===== src/rtl/regfile_loader.sv =====
// Byte-serial preloader for the 32x32 register file write port.
// Optional trailing-checksum check is enabled by defining REGFILE_LOADER_CHECKSUM_EN.
module regfile_loader #(
  parameter bit SKIP_ZERO = 1'b1
) (
  input  logic        clk,
  input  logic        rst,
  input  logic        start,
  input  logic [4:0]  first_idx,
  input  logic [5:0]  count,
  input  logic        in_valid,
  input  logic [7:0]  in_data,
  output logic        in_ready,
  output logic        we,
  output logic [4:0]  waddr,
  output logic [31:0] wdata,
  output logic        busy,
  output logic        done,
  output logic        err
);

`ifdef REGFILE_LOADER_CHECKSUM_EN
  typedef enum logic [2:0] {S_IDLE, S_COLLECT, S_WRITE, S_CHECK, S_DONE} state_t;
  localparam state_t S_TAIL = S_CHECK;
`else
  typedef enum logic [2:0] {S_IDLE, S_COLLECT, S_WRITE, S_DONE} state_t;
  localparam state_t S_TAIL = S_DONE;
`endif

  state_t      state, state_nxt;
  logic [1:0]  bcnt;
  logic [23:0] word_lo;
  logic [4:0]  idx;
  logic [5:0]  rem;

  logic        start_ok;
  logic        accept;
  logic        last_byte;
  logic [5:0]  count_sat;
  logic [31:0] full_word;

  assign start_ok  = (state == S_IDLE) && start;
  assign accept    = in_valid && in_ready;
  assign last_byte = accept && (bcnt == 2'd3);
  assign full_word = {in_data, word_lo};
  assign count_sat = (count > 6'd32) ? 6'd32 : count;

  // State register
  always_ff @(posedge clk or posedge rst) begin
    if (rst) state <= S_IDLE;
    else     state <= state_nxt;
  end

  // Next-state logic; S_TAIL is CHECK when the checksum word is expected, else DONE
  always_comb begin
    state_nxt = state;
    case (state)
      S_IDLE:    if (start) state_nxt = (count_sat != 6'd0) ? S_COLLECT : S_TAIL;
      S_COLLECT: if (last_byte) state_nxt = S_WRITE;
      S_WRITE:   state_nxt = (rem == 6'd1) ? S_TAIL : S_COLLECT;
`ifdef REGFILE_LOADER_CHECKSUM_EN
      S_CHECK:   if (last_byte) state_nxt = S_DONE;
`endif
      S_DONE:    state_nxt = S_IDLE;
      default:   state_nxt = S_IDLE;
    endcase
  end

  // Output decode
  always_comb begin
    in_ready = 1'b0;
    we       = 1'b0;
    busy     = (state != S_IDLE);
    done     = (state == S_DONE);
    case (state)
      S_COLLECT: in_ready = 1'b1;
`ifdef REGFILE_LOADER_CHECKSUM_EN
      S_CHECK:   in_ready = 1'b1;
`endif
      S_WRITE:   we = !(SKIP_ZERO && (idx == 5'd0));
      default:   ;
    endcase
  end

  // Byte assembly, index/remaining bookkeeping and write-port registers.
  // waddr/wdata are loaded as the word completes so they are valid during
  // WRITE and hold afterwards, including for suppressed r0 writes.
  always_ff @(posedge clk or posedge rst) begin
    if (rst) begin
      bcnt    <= 2'd0;
      word_lo <= 24'd0;
      idx     <= 5'd0;
      rem     <= 6'd0;
      waddr   <= 5'd0;
      wdata   <= 32'd0;
    end else begin
      if (start_ok) begin
        idx  <= first_idx;
        rem  <= count_sat;
        bcnt <= 2'd0;
      end
      if (accept) begin
        bcnt <= bcnt + 2'd1;
        case (bcnt)
          2'd0:    word_lo[7:0]   <= in_data;
          2'd1:    word_lo[15:8]  <= in_data;
          2'd2:    word_lo[23:16] <= in_data;
          default: ;
        endcase
      end
      if (last_byte && (state == S_COLLECT)) begin
        waddr <= idx;
        wdata <= full_word;
      end
      if (state == S_WRITE) begin
        idx <= idx + 5'd1;
        rem <= rem - 6'd1;
      end
    end
  end

`ifdef REGFILE_LOADER_CHECKSUM_EN
  logic [31:0] sum;
  logic        err_q;

  // Running sum covers every data word, including ones whose write is suppressed
  always_ff @(posedge clk or posedge rst) begin
    if (rst) begin
      sum   <= 32'd0;
      err_q <= 1'b0;
    end else begin
      if (start_ok) begin
        sum   <= 32'd0;
        err_q <= 1'b0;
      end
      if (last_byte && (state == S_COLLECT)) sum <= sum + full_word;
      if (last_byte && (state == S_CHECK))   err_q <= (full_word != sum);
    end
  end

  assign err = err_q;
`else
  assign err = 1'b0;
`endif

endmodule

===== config.mk =====
export PLATFORM = sky130hd
export DESIGN_NAME = regfile_loader
export DESIGN_NICKNAME = d
export VERILOG_FILES = /design/src/rtl/regfile_loader.sv
export SDC_FILE = /design/constraint.sdc
export NUM_CORES = 1
export LEC_CHECK = 0
export ABC_AREA = 1
export ABC_CLOCK_PERIOD_IN_PS = 3300
export CAP_MARGIN = 15
export CELL_PAD_IN_SITES_DETAIL_PLACEMENT = 0
export CELL_PAD_IN_SITES_GLOBAL_PLACEMENT = 1
export CORE_ASPECT_RATIO = 0.5
export CORE_MARGIN = 5
export CORE_UTILIZATION = 39
export CTS_BUF_LIST = sky130_fd_sc_hd__clkbuf_16
export CTS_CLUSTER_SIZE = 12
export DETAILED_ROUTE_END_ITERATION = 7
export GPL_TIMING_DRIVEN = 0
export PLACE_DENSITY_LB_ADDON = 0.1
export REMOVE_ABC_BUFFERS = 1
export SETUP_SLACK_MARGIN = 0.3
export SLEW_MARGIN = 10
export SYNTH_ARGS = -nofsm -noshare
export SYNTH_HDL_FRONTEND = slang
export SYNTH_SLANG_ARGS = --single-unit

===== constraint.sdc =====
create_clock -name clk -period 3.3 [get_ports clk]
set_input_delay 0.66 -clock clk [delete_from_list [all_inputs] [get_ports clk]]
set_output_delay 0.66 -clock clk [all_outputs]
set_load 0.005 [all_outputs]

==> summary.md, run 1 <==
| Metric | Value |
|---|---|
| Post CTS Setup Buffer Count | 0 |
| Endpoint type of the worst setup path | register |
| Critical Path Start Type | primary input |
| WP data required | 3570 ps |
| RSZ-0062 raised after global routing | false |
| Starting DRT DRC Count | slightly below 90 |
| Finished layout cell area | approximately 0.0044 mm2 |
| H-tree Lvls | 3 |
| Clock transition at the registers of the reported paths | 60 ps |
| Int Power | 2650 uW |
| Number of flops mapped to enable cells by yosys | 0 |
| CTS Buf Count | 9 |
| Async set or reset register ratio after synthesis | 100% |
| All-Layer GR Usage | ~14% |
| Setup Skew | 4.09 ps |
| Vias in the first global route | 2,571 |
| Clock Latency Late Sink | 340 ps |
| CTS tree | yes |
| WL final | 7160 um |
| Hold Path Cell Cnt | 2 |
| Post-layout util | about 50% |
| Seq cells post-synth | 76 |
| Initial Util | 39.4% |
| Worst IR Drop VDD | between 0.0003 and 0.0004 V |
| CP cell instances | clkdlybuf4s50_1 > inv_1 > nor2_4 > nand2_4 > nand2_1 > o21ai_0 > nor2_1 |
| Core area | 0.00856 mm2 |
| Final Hold Vio Count | 0 |
| Syn_area_per_cell | 9.04 um2 |
| CP Data Arrival Time | ~2700 ps |
| Max cap viols | 0 |
| Largest net degree at the start of global routing | between 50 and 60 |
| PwrDens | 915 mW/mm2 |
| Power share of the combinational group | a little over a third |
| Warnings, synthesis | 0 |
| Router iterations before antenna repair | 4 |
| GRT overflow | 0 |
| Final setup fails | 0 |
| Kind of critical path | primary input to register |
| Vias per cell | 4.63 |
| Post-synth cell types | 27 |
| Sw power | between 1000 and 1500 uW |
| Die Y-Extent | 75.8 um |
| Initial antenna violation count | 0 |
| Seq pwr share | 40.3% |
| CTS sink count | 76 |
| Count of pins over their slew limit | 0 |
| Mapped Area | about 0.0034 mm2 |
| RePlAce Congestion | 0.807 |
| Clock Path Buffers | 2 |
| Outcome | complete, no violations |
| Post-layout min period | roughly 2500 ps |
| Tot Pwr | ~4000 uW |
| Achievable Freq | 0.405 GHz |
| Vias | 2,558 |
| Fraction of layout cells with a size suffix above 1 | 9.17% |
| Post-DR wirelength/cell | 12.9 um |
| ANT cells | 0 |
| # IOs | 65 |
| Nets | 462 |
| Worst-margin pin slew | ~1000 ps |
| Post-synthesis sequential area ratio | 56.4% |
| Maximum fanout along the worst path | 51 |
| Sw frac | 33.6% |
| Fin crit share | 74.8% |
| Fillcell total | 845 |
| Residual DRC | 0 |
| Leak Pwr | about 0.0022 uW |
| First-pass GRT wire length | 12,000 um |
| Relative slew slack | 33.3% |
| HPWL Detailed | roughly 4800 um |
| Row Count | 24 |
| Slowest-stage cell, CP | nor2_4 |
| Register-to-Register Path Depth | 7 |
| Count of input and output buffers | 63 |
| Die Span X | 142 um |
| Total die area | 0.0107 mm2 |
| Worst min path class | register to register |
| Max incr delay on CP | between 600 and 700 ps |
| Hold WS | 470 ps |
| Clock Power Share | between 20% and 30% |
| Main synth FF type | dfrtp_1 |
| Cell at the root of the clock tree | clkbuf_16 |
| Dpl cell area | 0.00406 mm2 |
| Remaining antenna violation count | 0 |
| Area Growth Syn to Fin | 29.3% |
| Syn Inst Count | 373 |
[worst paths after layout]
path,start,endpoint,slack (ps)
max,in_valid,state[1]$_DFFE_PP0P_,830
min,wdata[1]$_DFFE_PP0P_,wdata[1]$_DFFE_PP0P_,470
max reg2reg,state[1]$_DFFE_PP0P_,state[1]$_DFFE_PP0P_,1090
min reg2reg,wdata[1]$_DFFE_PP0P_,wdata[1]$_DFFE_PP0P_,470
max in group asynchronous,rst,wdata[25]$_DFFE_PP0P_,2030
min in group asynchronous,rst,wdata[26]$_DFFE_PP0P_,700
[worst max-delay path: cells and delay by family]
kind                   cells  cell delay (ps)
buffers and inverters      2              510
AND/OR/NAND/NOR            4             1420
AO/OA/AOI/OAI              1              100
[cell usage after synthesis (2+ instances only)]
master / n / area, um2
nand2_2: 4 / 25.0
buf_2: 7 / 35.0
dfrtp_1: 76 / 1900
nand3_1: 36 / 180
nand2_1: 119 / 447
buf_6: 2 / 22.5
nand4_1: 2 / 12.5
xor2_1: 2 / 17.5
buf_4: 3 / 22.5
o21ai_0: 26 / 130
nand2_4: 2 / 22.5
inv_1: 31 / 116
clkbuf_1: 4 / 15.0
o21ai_1: 7 / 35.0
nor2_1: 18 / 67.6
ha_1: 8 / 100
o21ai_2: 16 / 140
[cell usage in the layout (no fill, tap or decap), drive strengths merged]
cell type,count
ha,8
buf,1
dfrtp,76
nor2,19
clkinv,4
clkbuf,9
a41oi,1
o21ai,49
inv,32
o211ai,1
clkdlybuf4s50,63
a22oi,1
conb,1
xnor2,1
o31ai,1
nand4,2
a21oi,1
a211oi,1
xor2,2
nand3,36
nand2,125
clkinvlp,1
bufinv,1
[metrics by stage]
step | instances | setup slack, ps | TNS, ps
after floorplan | 356 | 702 | 0
after global placement | 536 | -535 | -40470
after detailed placement | 537 | 131 | 0
after CTS | 553 | 478 | 0
after global routing | 553 | 571 | 0
final | 553 | 832 | 0
[registers in the layout (all words and copies together) (netlist names)]
signal / count
idx: 5
rem: 6
bcnt: 2
wdata: 32
word_lo: 24
state: 2
waddr: 5
[logic make-up after synthesis]
kind of cell,count (synthesis),synth area share [%]
other,1,0.111
AND/OR/NAND/NOR,182,22.7
AO/OA/AOI/OAI,55,10.3
buffers and inverters,48,6.71
flip-flops,76,56.4
XOR/XNOR,3,0.779
adder cells (fa/ha/maj),8,2.97
[cell type report]
| cell class | instances | area [um2] | area share [%] |
|---|---|---|---|
| Clock buffer | 9 | 225 | 5.16 |
| Clock inverter | 7 | 68.8 | 1.58 |
| Inverter | 31 | 119 | 2.73 |
| Multi-Input combinational cell | 249 | 1250 | 28.7 |
| Sequential cell | 76 | 1900 | 43.6 |
| Tap cell | 117 | 146 | 3.36 |
| Timing Repair Buffer | 64 | 651 | 14.9 |
[power groups by stage]
stage               registers, uW  clock network (uW)  logic (uW)
global placement             1610                   0        1410
CTS                          1610                 996        1450
global route                 1660                1030        1620
detailed placement           1630                   0        1440
floorplan                    1600                   0         769
finish                       1610                 965        1420
[what timing repair did]
item,in CTS,in global routing
hold buffers,0,0
endpoints found under the setup margin,0,2
resized for setup,0,1
[layer usage]
| layer | track usage (%) | routed length, um |
|---|---|---|
| met2 | 24.4 | 3370 |
| met1 | 17.4 | 3310 |
| met4 | 7.55 | 136 |
| met5 | 0 | 0 |
| met3 | 3.95 | 333 |
Note: power is estimated with default switching activity, not from simulation.
==> inputs of run 2 (changes only) <==
--- a/config.mk
+++ b/config.mk
@@ -6,7 +6,7 @@
 export NUM_CORES = 1
 export LEC_CHECK = 0
 export ABC_AREA = 1
-export ABC_CLOCK_PERIOD_IN_PS = 3300
+export ABC_CLOCK_PERIOD_IN_PS = 2400
 export CAP_MARGIN = 15
 export CELL_PAD_IN_SITES_DETAIL_PLACEMENT = 0
 export CELL_PAD_IN_SITES_GLOBAL_PLACEMENT = 1
==> constraint.sdc (replaced) <==
create_clock -name clk -period 2.4 [get_ports clk]
set_input_delay 0.48 -clock clk [delete_from_list [all_inputs] [get_ports clk]]
set_output_delay 0.48 -clock clk [all_outputs]
set_load 0.005 [all_outputs]
==> run 2 against run 1 <==
Effect of this change: routed wire length up 3.6%; sequential share of layout area fell by 0.79 points; setup slack lost 480 ps; cell count up 1.4%; clock-buffer cell count unchanged; highest routed layer unchanged.
==> summary.md, run 2 (synthesized netlist as in run 1, its figures left out) <==
| Metric | Value |
|---|---|
| Outcome | complete, no violations |
| GRT overflow | 0 |
| Tot Pwr | between 5000 and 6000 uW |
| M2 GR Usage | 25.3% |
| M3 GR Usage | just under 4% |
| Clock Path Buffers | 2 |
| Sw power | 1900 uW |
| Most frequent cells in the layout | 118 x nand2_1, 76 x dfrtp_1, 62 x clkdlybuf4s50_1, 36 x nand3_1, 31 x inv_1 |
| Kind of critical path | register to primary output |
| Post-DR wirelength/cell | 13.2 um |
| Vias | 2,609 |
| CTS tree | yes |
| HPWL Detailed | 4830 um |
| Setup Skew | 3.82 ps |
| # IOs | 65 |
| Clock transition at the registers of the reported paths | 60 ps |
| H-tree Lvls | 3 |
| Fraction of layout cells with a size suffix above 1 | roughly 11% |
| Largest net degree at the start of global routing | between 50 and 60 |
| Final Hold Vio Count | 0 |
| All-Layer GR Usage | 14.9% |
| Largest reg by FF count | wdata |
| Die Span X | 142 um |
| Fillcell total | 839 |
| Commonest non-fill, non-tap cell in the layout | nand2_1 |
| Initial Util | roughly two fifths |
| Initial antenna violation count | 0 |
| Sw frac | between 30% and 40% |
| Seq pwr share | 39.6% |
| Count of input and output buffers | 63 |
| Power share of the combinational group | about 37% |
| Cell at the root of the clock tree | clkbuf_16 |
| Starting DRT DRC Count | 86 |
| Residual DRC | 0 |
| Remaining antenna violation count | 0 |
| Nets | 470 |
| Clock Latency Late Sink | approximately 340 ps |
| Largest regs | wdata (32), word_lo (24), rem (6) |
| Clock Power Share | 23.7% |
| Relative slew slack | 45.0% |
| Int Power | 3700 uW |
| Fin crit share | 85.2% |
| Max reg flops | 32 |
| Critical Path Start Type | register |
| Die Y-Extent | 75.8 um |
| CTS sink count | 76 |
| WL final | 7420 um |
| RePlAce Congestion | 0.807 |
| RSZ-0062 raised after global routing | true |
| Area Growth Syn to Fin | 31.7% |
| Maximum fanout along the worst path | 5 |
| Count of pins over their slew limit | 0 |
| Core area | 0.00856 mm2 |
| CTS Buf Count | 9 |
| Leak Pwr | 0.00219 uW |
| First-pass GRT wire length | 12,300 um |
| Worst IR Drop VDD | 0.000492 V |
| Achievable Freq | 0.489 GHz |
| PwrDens | 1260 mW/mm2 |
| Final setup fails | 0 |
| Row Count | 24 |
| Post-layout min period | 2050 ps |
| Max cap viols | 0 |
| Worst-margin pin slew | 822 ps |
| Router iterations before antenna repair | 4 |
| GR peak layer | met2 |
| ANT cells | 0 |
| Hold WS | 470 ps |
| Met1 Use GR | 18.1% |
| WP data required | 1920 ps |
| Vias per cell | 4.65 |
| Vias in the first global route | 2,596 |
| CP Data Arrival Time | approximately 1600 ps |
| Endpoint type of the worst setup path | primary output |
| Total die area | around 0.011 mm2 |
| Worst min path class | register to register |
## run 2: cell types whose count changed in the layout (fill, tap and decap cells not counted)
cell	change
ha_2	+1
o21ai_1	-1
buf_4	+7
nor2_2	+1
o21ai_2	+1
clkdlybuf4s50_1	-1
nand2_8	+1
dlygate4sd2_1	+1
ha_1	-1
nand2_1	-1
## run 2: final cells by class
class                   instances  area, um2  share of cell area, %
flip-flops and latches         76       1900                   42.8
multi-input cells             250       1280                   28.8
repair buffers                 71        702                   15.8
clock buffers                   9        225                   5.07
well taps                     117        146                   3.30
inverters                      31        119                   2.68
clock inverters                 7       68.8                   1.55
## run 2: critical path, stage by stage (launching register included)
cell and delay [ps]:
dfrtp_1 420, inv_1 130, nand2_4 100, inv_1 90
clkdlybuf4s50_1 500
## run 2: through the flow
stage	std cells	util (%)	setup TNS, ps	cell area, um2	setup slack [ps]
6_report	561	51.9	0	4440	355
5_1_grt	561	51.9	0	4440	295
4_1_cts	554	51.1	0	4370	312
3_5_place_dp	537	47.5	-18260	4060	-589
3_3_place_gp	536	47.2	-113330	4040	-1260
2_1_floorplan	356	-	-1390	3260	-18.3
## run 2: power by group through the flow
stage               Sequential, uW  Clock (uW)  Combinational (uW)
floorplan                     2200           0                1060
global placement              2210           0                1940
detailed placement            2240           0                1990
CTS                           2220        1370                2020
global route                  2290        1410                2320
finish                        2220        1330                2050
## run 2: final timing paths
check / start / endpoint / cells past startpoint / slack [ps]
setup / recovery: state[1]$_DFFE_PP0P_ / in_ready / 4 / 350
hold / removal: wdata[1]$_DFFE_PP0P_ / wdata[1]$_DFFE_PP0P_ / 2 / 470
setup reg to reg: state[1]$_DFFE_PP0P_ / rem[4]$_DFFE_PP0P_ / 7 / 620
hold reg to reg: wdata[1]$_DFFE_PP0P_ / wdata[1]$_DFFE_PP0P_ / 2 / 470
max in group asynchronous: rst / wdata[25]$_DFFE_PP0P_ / 3 / 1310
min in group asynchronous: rst / word_lo[10]$_DFFE_PP0P_ / 2 / 520
## run 2: per-layer routing
metal / up-vias / part of all wire, %
met5: - / 0
met4: 0 / 1.9
met3: 12 / 4.7
met2: 45 / 47
met1: 1225 / 47
li1: 1327 / -
## run 2: what timing repair did
| action | CTS | global route |
|---|---|---|
| gates cloned | 1 | 0 |
| gates resized for setup | 4 | 3 |
| endpoints found under the hold margin | 0 | 0 |
| pin swaps | 1 | 1 |
| setup endpoints to repair | 40 | 25 |
| hold buffers | 0 | 0 |
| buffers inserted | 0 | 7 |
